File: src/rtl/vm_pkg.sv
// Shared types and constants for the parametrised vending controller.
package vm_pkg;

    typedef enum logic [1:0] {
        IDLE    = 2'd0,
        COLLECT = 2'd1,
        VEND    = 2'd2,
        REFUND  = 2'd3
    } vm_state_t;

    localparam int COIN_W = 5;

    localparam logic [COIN_W-1:0] NICKEL_C  = 5'd5;
    localparam logic [COIN_W-1:0] DIME_C    = 5'd10;
    localparam logic [COIN_W-1:0] QUARTER_C = 5'd25;

endpackage

File: src/rtl/vm_coin_decoder.sv
// Combinational coin decoder: one-hot N/D/Q to a cent value, with a flag
// for simultaneous coins (which are given value 0).
module vm_coin_decoder
    import vm_pkg::*;
(
    input  logic              N_in,
    input  logic              D_in,
    input  logic              Q_in,
    output logic [COIN_W-1:0] value,
    output logic              illegal
);

    always_comb begin
        value   = '0;
        illegal = 1'b0;
        case ({N_in, D_in, Q_in})
            3'b000:  value = '0;
            3'b100:  value = NICKEL_C;
            3'b010:  value = DIME_C;
            3'b001:  value = QUARTER_C;
            default: illegal = 1'b1;
        endcase
    end

endmodule

File: src/rtl/vending_machine_gen.sv
// Coin-accepting vending controller with registered outputs and latency 1.
// Optional refund path is compiled in when VM_CANCEL_EN is defined.
module vending_machine_gen
    import vm_pkg::*;
#(
    parameter int PRICE    = 50,
    parameter int CREDIT_W = 8
) (
    input  logic                clk,
    input  logic                rstn,
    input  logic                N_in,
    input  logic                D_in,
    input  logic                Q_in,
    input  logic                cancel,
    output logic                dispense,
    output logic                change_valid,
    output logic [CREDIT_W-1:0] change_amt,
    output logic                coin_reject,
    output logic [CREDIT_W-1:0] credit
);

    localparam logic [CREDIT_W:0] PRICE_X = (CREDIT_W+1)'(PRICE);

    vm_state_t           state_reg, state_next;
    logic [CREDIT_W-1:0] credit_reg, credit_next;
    logic                dispense_reg, dispense_next;
    logic                change_valid_reg, change_valid_next;
    logic [CREDIT_W-1:0] change_amt_reg, change_amt_next;
    logic                coin_reject_reg, coin_reject_next;

    logic [COIN_W-1:0]   coin_value;
    logic                coin_illegal;
    logic                any_coin;
    logic [CREDIT_W:0]   sum;
    logic [CREDIT_W:0]   excess;

    vm_coin_decoder u_decoder (
        .N_in    (N_in),
        .D_in    (D_in),
        .Q_in    (Q_in),
        .value   (coin_value),
        .illegal (coin_illegal)
    );

    assign any_coin = N_in | D_in | Q_in;
    // One extra bit so the pre-vend sum can never wrap.
    assign sum      = {1'b0, credit_reg} + (CREDIT_W+1)'(coin_value);
    assign excess   = sum - PRICE_X;

`ifndef VM_CANCEL_EN
    logic unused_cancel;
    assign unused_cancel = cancel;
`endif

    always_comb begin
        state_next        = state_reg;
        credit_next       = credit_reg;
        dispense_next     = 1'b0;
        change_valid_next = 1'b0;
        change_amt_next   = '0;
        coin_reject_next  = 1'b0;
        case (state_reg)
            IDLE, COLLECT: begin
`ifdef VM_CANCEL_EN
                if (state_reg == COLLECT && cancel) begin
                    state_next        = REFUND;
                    change_valid_next = 1'b1;
                    change_amt_next   = credit_reg;
                    credit_next       = '0;
                    coin_reject_next  = any_coin;
                end else
`endif
                if (coin_illegal) begin
                    coin_reject_next = 1'b1;
                end else if (sum >= PRICE_X) begin
                    state_next        = VEND;
                    dispense_next     = 1'b1;
                    change_amt_next   = excess[CREDIT_W-1:0];
                    change_valid_next = (sum != PRICE_X);
                    credit_next       = '0;
                end else begin
                    credit_next = sum[CREDIT_W-1:0];
                    state_next  = (sum == '0) ? IDLE : COLLECT;
                end
            end
            VEND: begin
                state_next       = IDLE;
                coin_reject_next = any_coin;
            end
`ifdef VM_CANCEL_EN
            REFUND: begin
                state_next       = IDLE;
                coin_reject_next = any_coin;
            end
`endif
            default: begin
                state_next  = IDLE;
                credit_next = '0;
            end
        endcase
    end

    always_ff @(posedge clk or negedge rstn) begin
        if (!rstn) begin
            state_reg        <= IDLE;
            credit_reg       <= '0;
            dispense_reg     <= 1'b0;
            change_valid_reg <= 1'b0;
            change_amt_reg   <= '0;
            coin_reject_reg  <= 1'b0;
        end else begin
            state_reg        <= state_next;
            credit_reg       <= credit_next;
            dispense_reg     <= dispense_next;
            change_valid_reg <= change_valid_next;
            change_amt_reg   <= change_amt_next;
            coin_reject_reg  <= coin_reject_next;
        end
    end

    assign dispense     = dispense_reg;
    assign change_valid = change_valid_reg;
    assign change_amt   = change_amt_reg;
    assign coin_reject  = coin_reject_reg;
    assign credit       = credit_reg;

endmodule

File: config.mk
export PLATFORM = sky130hd
export DESIGN_NAME = vending_machine_gen
export DESIGN_NICKNAME = d
export VERILOG_FILES = /design/src/rtl/vm_pkg.sv /design/src/rtl/vm_coin_decoder.sv /design/src/rtl/vending_machine_gen.sv
export SDC_FILE = /design/constraint.sdc
export NUM_CORES = 1
export LEC_CHECK = 0
export CAP_MARGIN = 30
export CORE_MARGIN = 1
export CORE_UTILIZATION = 25
export DETAILED_ROUTE_END_ITERATION = 8
export PLACE_DENSITY_LB_ADDON = 0.25
export RECOVER_POWER = 50
export SYNTH_ARGS = -nofsm -noshare
export SYNTH_HDL_FRONTEND = slang
export SYNTH_SLANG_ARGS = --single-unit
File: constraint.sdc
create_clock -name clk -period 5.6 [get_ports clk]
set_input_delay 1.12 -clock clk [delete_from_list [all_inputs] [get_ports clk]]
set_output_delay 1.12 -clock clk [all_outputs]
set_load 0.005 [all_outputs]
==> flow_summary.yaml <==
synthesis:
  synth_top_family_by_area: "compound AO/OA/AOI/OAI gates"
  synth-xor-area-share_pct: 6.31
  synth_nets: 127
  synth_cells: 114
  ys_seq_area_share_pct: 42.7
  ys.flop_type: "dfrtp_1"
  synth_compound_area_share_pct: 21.0
  yosys-mux-area-fraction_pct: 2.14
  yosys_warnings: 0
  synth.most_common_cell: "dfrtp_1"
  syn_area_mm2: 0.00123
  synth_top_area_cell: "dfrtp_1"
  synth_edf_count: 0
  synthTopCellsByArea: "dfrtp_1, ha_1, a22o_1"
  synthAdderAreaFrac_pct: 7.73
  async_flop_share_pct: 100
  syn_avg_cell_area_um2: 10.8
  ys_seq_elements: 21
  yosys.area_share.simple_pct: 16.8
  synth_common_cells: "dfrtp_1, nand2_1, and2_1, nor2_1"
  yosysUniqueCellTypes: 40
  synth_top_area_share_pct: 42.7
layout:
  multi_input_area_um2: 663
  num-fill-cells: 477
  layoutNonFillerInstCount: 207
  antenna_cells: 0
  area_growth_syn_to_layout_pct: 27.8
  nets: 154
  drive_above_1_share_pct: 12.1
  regArea_um2: 526
power_and_ir_drop:
  ir_worst_vdd_v: 0.000141
  seq_power_share_pct: 33.1
  switching_power_uw: 247
  cellLeakagePower_nw: 0.732
  p_int_uw: 395
  pwr_density_cell_mw_per_mm2: 409
  power.share.clock_pct: 15.6
  pwr-share-comb_pct: 51.3
  p_sw_share_pct: 38.5
timing:
  drv_slew: 0
  tns_ps: 0
  tightest_slew_ps: 745
  fin_crit_sh_pct: 79.9
  setup_slack_ps: 1120
  final.min_clock_period_ps: 4480
  setup_viol: 0
  relSlewSlack_pct: 50.4
  clock_skew_ps: 4.66
  max_clock_freq_mhz: 223
  whs_ps: 551
  rsz0062_at_grt: "no"
  final_hold_viol_count: 0
placed_design:
  hpwl_um: 1950
  pre_cts_ws_ps: 869
  gp_congestion: 0.826
  portBuffers: 23
  dp_cells: 202
floorplanning:
  die_w_um: 72.1
  design.die.area_mm2: 0.00520
  io_pins: 25
  rows: 25
  core_area_mm2: 0.00472
  dieHeight_um: 72.1
  initial_core_util_pct: 26.0
cts:
  clk_pin_slew_ps: 80
  numCtsBuffers: 3
  cts.sinks: 21
  cts_tree: "built"
  cts_setup_buffers: 0
  cts_resized: 0
  clock_latency_ps: 260
  htreeDepth: 1
  clockBufferDepth: 2
  ctsRootBufferMaster: "clkbuf_8"
  cts_hold_buf: 0
critical_path:
  required_ps: 5800
  arrival_ps: 4670
  path_class: "in2reg"
  start_kind: "input pin"
  r2r_start: "credit[0]$_DFFE_PN0P_"
  cp_max_fo: 7
  rrSetupSlack_ps: 2600
  reg2reg_depth: 10
  end_kind: "flip-flop"
  r2r_end: "credit[5]$_DFFE_PN0P_"
route:
  drc: 0
  drt.antenna.violating_nets: 0
  via_count: 950
  drt-wirelength-per-cell_um: 12.7
  avgViaCountPerCell: 4.59
  dr.pass1.iters: 4
  finalWirelength_um: 2630
  dr.first_iter.drc_count: 43
global_route:
  antenna_found_initial: 0
  use_met3_pct: 3.47
  grt_most_used_layer: "met2"
  grt_max_degree: 22
  grt_pass1_vias: 910
  grt_overflow: 0
  grt.total_usage_pct: 11.1
  grt_pass1_wl_um: 4360
  grtUsageMet1_pct: 14.6
  grtUsageMet2_pct: 17.5
hold_path:
  worstHoldStart: "credit[0]$_DFFE_PN0P_"
  hold_class: "reg2reg"
  min_to: "credit[0]$_DFFE_PN0P_"
  hold_depth: 1
run:
  cap_violations: 0
outcome:
  status: "completed"
-- worst max-delay path, cell delays in order --
cell and delay (ps):
clkdlybuf4s50_1 540, nor2_1 90, nand2_1 70, inv_1 60, or2_2 290, ha_1 210, fa_1 430, xor2_1 210
inv_1 100, ha_1 240, nand2_1 70, mux2_4 300, o2111ai_1 330, and3_1 390, a32o_2 220
-- logic make-up (layout without fill, tap and decap cells) --
family | after synthesis | count (layout)
AND/OR/NAND/NOR | 38 | 38
AO/OA/AOI/OAI | 31 | 31
flip-flops | 21 | 21
XOR/XNOR | 8 | 8
adder cells (fa/ha/maj) | 7 | 7
buffers and inverters | 7 | 33
multiplexers | 2 | 2
-- stage by stage --
step,utilization [%],cell area [µm²],power [mW]
2_1_floorplan,-,1230,0.440
4_1_cts,33.2,1570,0.658
3_5_place_dp,32.2,1520,0.551
3_3_place_gp,32.2,1520,0.546
6_report,33.3,1570,0.642
5_1_grt,33.3,1570,0.693
-- power by group through the flow --
stage                     sequential (mW)  clock [mW]  combinational (mW)
final                               0.212       0.100               0.330
after detailed placement            0.217           0               0.335
after CTS                           0.214       0.107               0.338
after global placement              0.216           0               0.330
after floorplan                     0.217           0               0.224
after global routing                0.219       0.112               0.362
-- layout by cell type (no fill, tap or decap), types with 4 or more instances in the layout --
cell type        instances
and2_1                   7
a22o_1                   5
dlygate4sd3_1           10
ha_1                     6
nor2_1                   7
xnor2_1                  4
inv_1                    5
a21oi_1                  6
nand2_1                  8
dfrtp_1                 21
clkdlybuf4s50_1         13
-- layer usage --
metal  wire length [µm]  share of wire, %
met5                  0                 0
met4                 25              0.95
met3                116               4.4
met2               1220                47
met1               1260                48
-- layout make-up --
type	count	share of cell area, %
inverter	5	1.19
tap	67	5.33
clock inverter	1	0.318
timing repair buffer	24	14.9
multi-input combinational	86	42.2
sequential	21	33.4
clock buffer	3	2.63
-- how the worst max path moves through the flow --
stage	startpoint	endpoint	slack [ps]	cells after the start
6_report	N_in	credit[5]$_DFFE_PN0P_	1120	15
5_1_grt	D_in	credit[5]$_DFFE_PN0P_	900	15
4_1_cts	D_in	credit[5]$_DFFE_PN0P_	1100	15
3_5_place_dp	N_in	credit[5]$_DFFE_PN0P_	870	15
3_3_place_gp	D_in	credit[5]$_DFFE_PN0P_	900	15
2_1_floorplan	D_in	credit[5]$_DFFE_PN0P_	1840	15
Note: power is estimated with default switching activity, not from simulation.
==> variant, RTL diff (config.mk and constraints unchanged) <==
Add a define of `VM_CANCEL_EN`.
--- a/src/rtl/vending_machine_gen.sv
+++ b/src/rtl/vending_machine_gen.sv
@@ -1,4 +1,6 @@
 // Coin-accepting vending controller with registered outputs and latency 1.
 // Optional refund path is compiled in when VM_CANCEL_EN is defined.
+`define VM_CANCEL_EN
+
 module vending_machine_gen
     import vm_pkg::*;
Check against the original RTL: not equivalent (a bounded check fails within 4 cycles, from zero or initial values and one cycle with rstn low).
==> variant against the original RTL <==
Cell area is 5.1% higher. Critical endpoint is now change_amt[6]$_DFF_PN0_. Clock skew rose by 1.7 ps. Global-route usage is 0.40 points higher. Wire length grew 8.7%. Power rose by 8.3%. Critical path depth increased by 3. Sequential cell count unchanged. Area after synthesis increased by 5.2%. Setup slack better by 360 ps. First-iteration DRC count shrank 2.3%.
==> variant: results (changes against the original RTL) <==
Power and ir drop
  – Leakage: 0.764 nW (+4.3%)
  – Peak VDD IR: 0.000156 V (+9.9%)

Critical path
  – Reg2Reg Setup Slack: 2920 ps (+320 ps)
  – Critical R2R Capture: change_amt[6]$_DFF_PN0_
  – CP Capture Type: flip-flop
  – Required @ worst endpoint: 5780 ps (-20 ps)
  – Reg2reg path depth: 13 (+3)
  – Arrival time of the worst setup path: 4300 ps (-370 ps)
  – Crit path launch: D_in
  – Crit path max fanout: 6 (-1)

Synthesis
  – Synth unique cells: 42 (+5.0%)
  – Seq/Total Area, Yosys: 40.6% (-2.1 points)
  – Post-synth net total: 138 (+8.7%)
  – Avg Cell Area, Syn: 10.3 µm² (-4.1%)
  – Ranking of synthesized cells by area: dfrtp_1 (41%), ha_1 (5.8%), a22o_1 (5.4%)
  – Post-synth top cells: dfrtp_1 (21), nand2_1 (12), a22o_1 (8), nor2_1 (8)

Route
  – Routed wire length: 2860 µm (+8.7%)
  – DR iter-0 viols: 42 (-2.3%)
  – Via count: 1003 (+5.6%)
  – WL/cell: 13.1 µm (+2.8%)

Placed design
  – Global placer's final weighted congestion: 0.834 (+0.96%)
  – I/O Buffers: 24 (+4.3%)
  – Pre-CTS setup slack: 1230 ps (+359 ps)
  – Inst Count DP: 214 (+5.9%)
  – Placed Area: 1600 µm² (+5.3%)
  – HPWL after DPL: 2270 µm (+17%)

Cells and area
  – Fraction of area in multi-input gates: 43.9% (+1.7 points)
  – Non-CTS inverters: 7 (+2)
  – Sequential cell area share: 31.8% (-1.6 points)
  – Nets: 166 (+7.8%)
  – Filler instances: 500 (+4.8%)
  – Fin util: 34.1% (+0.79 points)
  – Nonclk buf count: 25 (+4.2%)
  – Clock network area share: 2.80% (-0.14 points)
  – Share of layout cells above drive strength 1: 14.5% (+2.3 points)
  – Comb_multi_in: 95 (+10%)

Global routing
  – Gr usage total: 11.5% (+0.40 points)
  – Global-route wire length before repair: 4860 µm (+11%)
  – Largest net degree at the start of global routing: 22 (unchanged)

STA
  – Skew final: 6.31 ps (+1.65 ps)
  – Worst slew pin tran: 971 ps (+227 ps)

Outcome
  – Status: completed
[variant: changes by cell type in the layout (fill, tap and decap cells not counted), sizes merged, moves of 3 or more]
cell   delta
o21ai     +6
a31oi     +5
nand2     +5
and2      -4
a21oi     -3
a22o      +3
xnor2     +3
[variant: kinds of logic (layout without fill, tap and decap cells)]
kind of cell             after synthesis  after routing  share of synthesized area (%)
AO/OA/AOI/OAI                         33             33                           19.4
adder cells (fa/ha/maj)                8              8                           8.12
buffers and inverters                  9             36                           3.29
AND/OR/NAND/NOR                       44             44                           19.7
flip-flops                            21             21                           40.6
XOR/XNOR                              10             10                           8.80
[variant: worst min path at each step]
stage / startpoint / end / slack [ps] / depth (start not counted)
floorplan: state_reg[1]$_DFFE_PN0P_ / state_reg[0]$_DFFE_PN0P_ / 470 / 1
global placement: state_reg[1]$_DFFE_PN0P_ / state_reg[0]$_DFFE_PN0P_ / 490 / 1
detailed placement: state_reg[1]$_DFFE_PN0P_ / state_reg[0]$_DFFE_PN0P_ / 490 / 1
CTS: state_reg[1]$_DFFE_PN0P_ / state_reg[0]$_DFFE_PN0P_ / 500 / 1
global route: state_reg[1]$_DFFE_PN0P_ / state_reg[0]$_DFFE_PN0P_ / 540 / 1
finish: state_reg[1]$_DFFE_PN0P_ / state_reg[0]$_DFFE_PN0P_ / 510 / 1
[variant: power by group]
part / internal (mW) / switching, mW / leakage [nW] / total (mW)
registers: 0.188 / 0.0387 / 0.283 / 0.227
clock network: 0.0496 / 0.0478 / 0.0255 / 0.0973
logic: 0.177 / 0.194 / 0.456 / 0.372
[variant: metal layers]
layer | vias up | global-route usage, % | routed length (µm)
met5 | - | 0 | 0
met4 | 0 | 5.13 | 25
met3 | 2 | 0.678 | 68
met2 | 18 | 18.5 | 1290
met1 | 489 | 16.0 | 1480
li1 | 494 | - | -
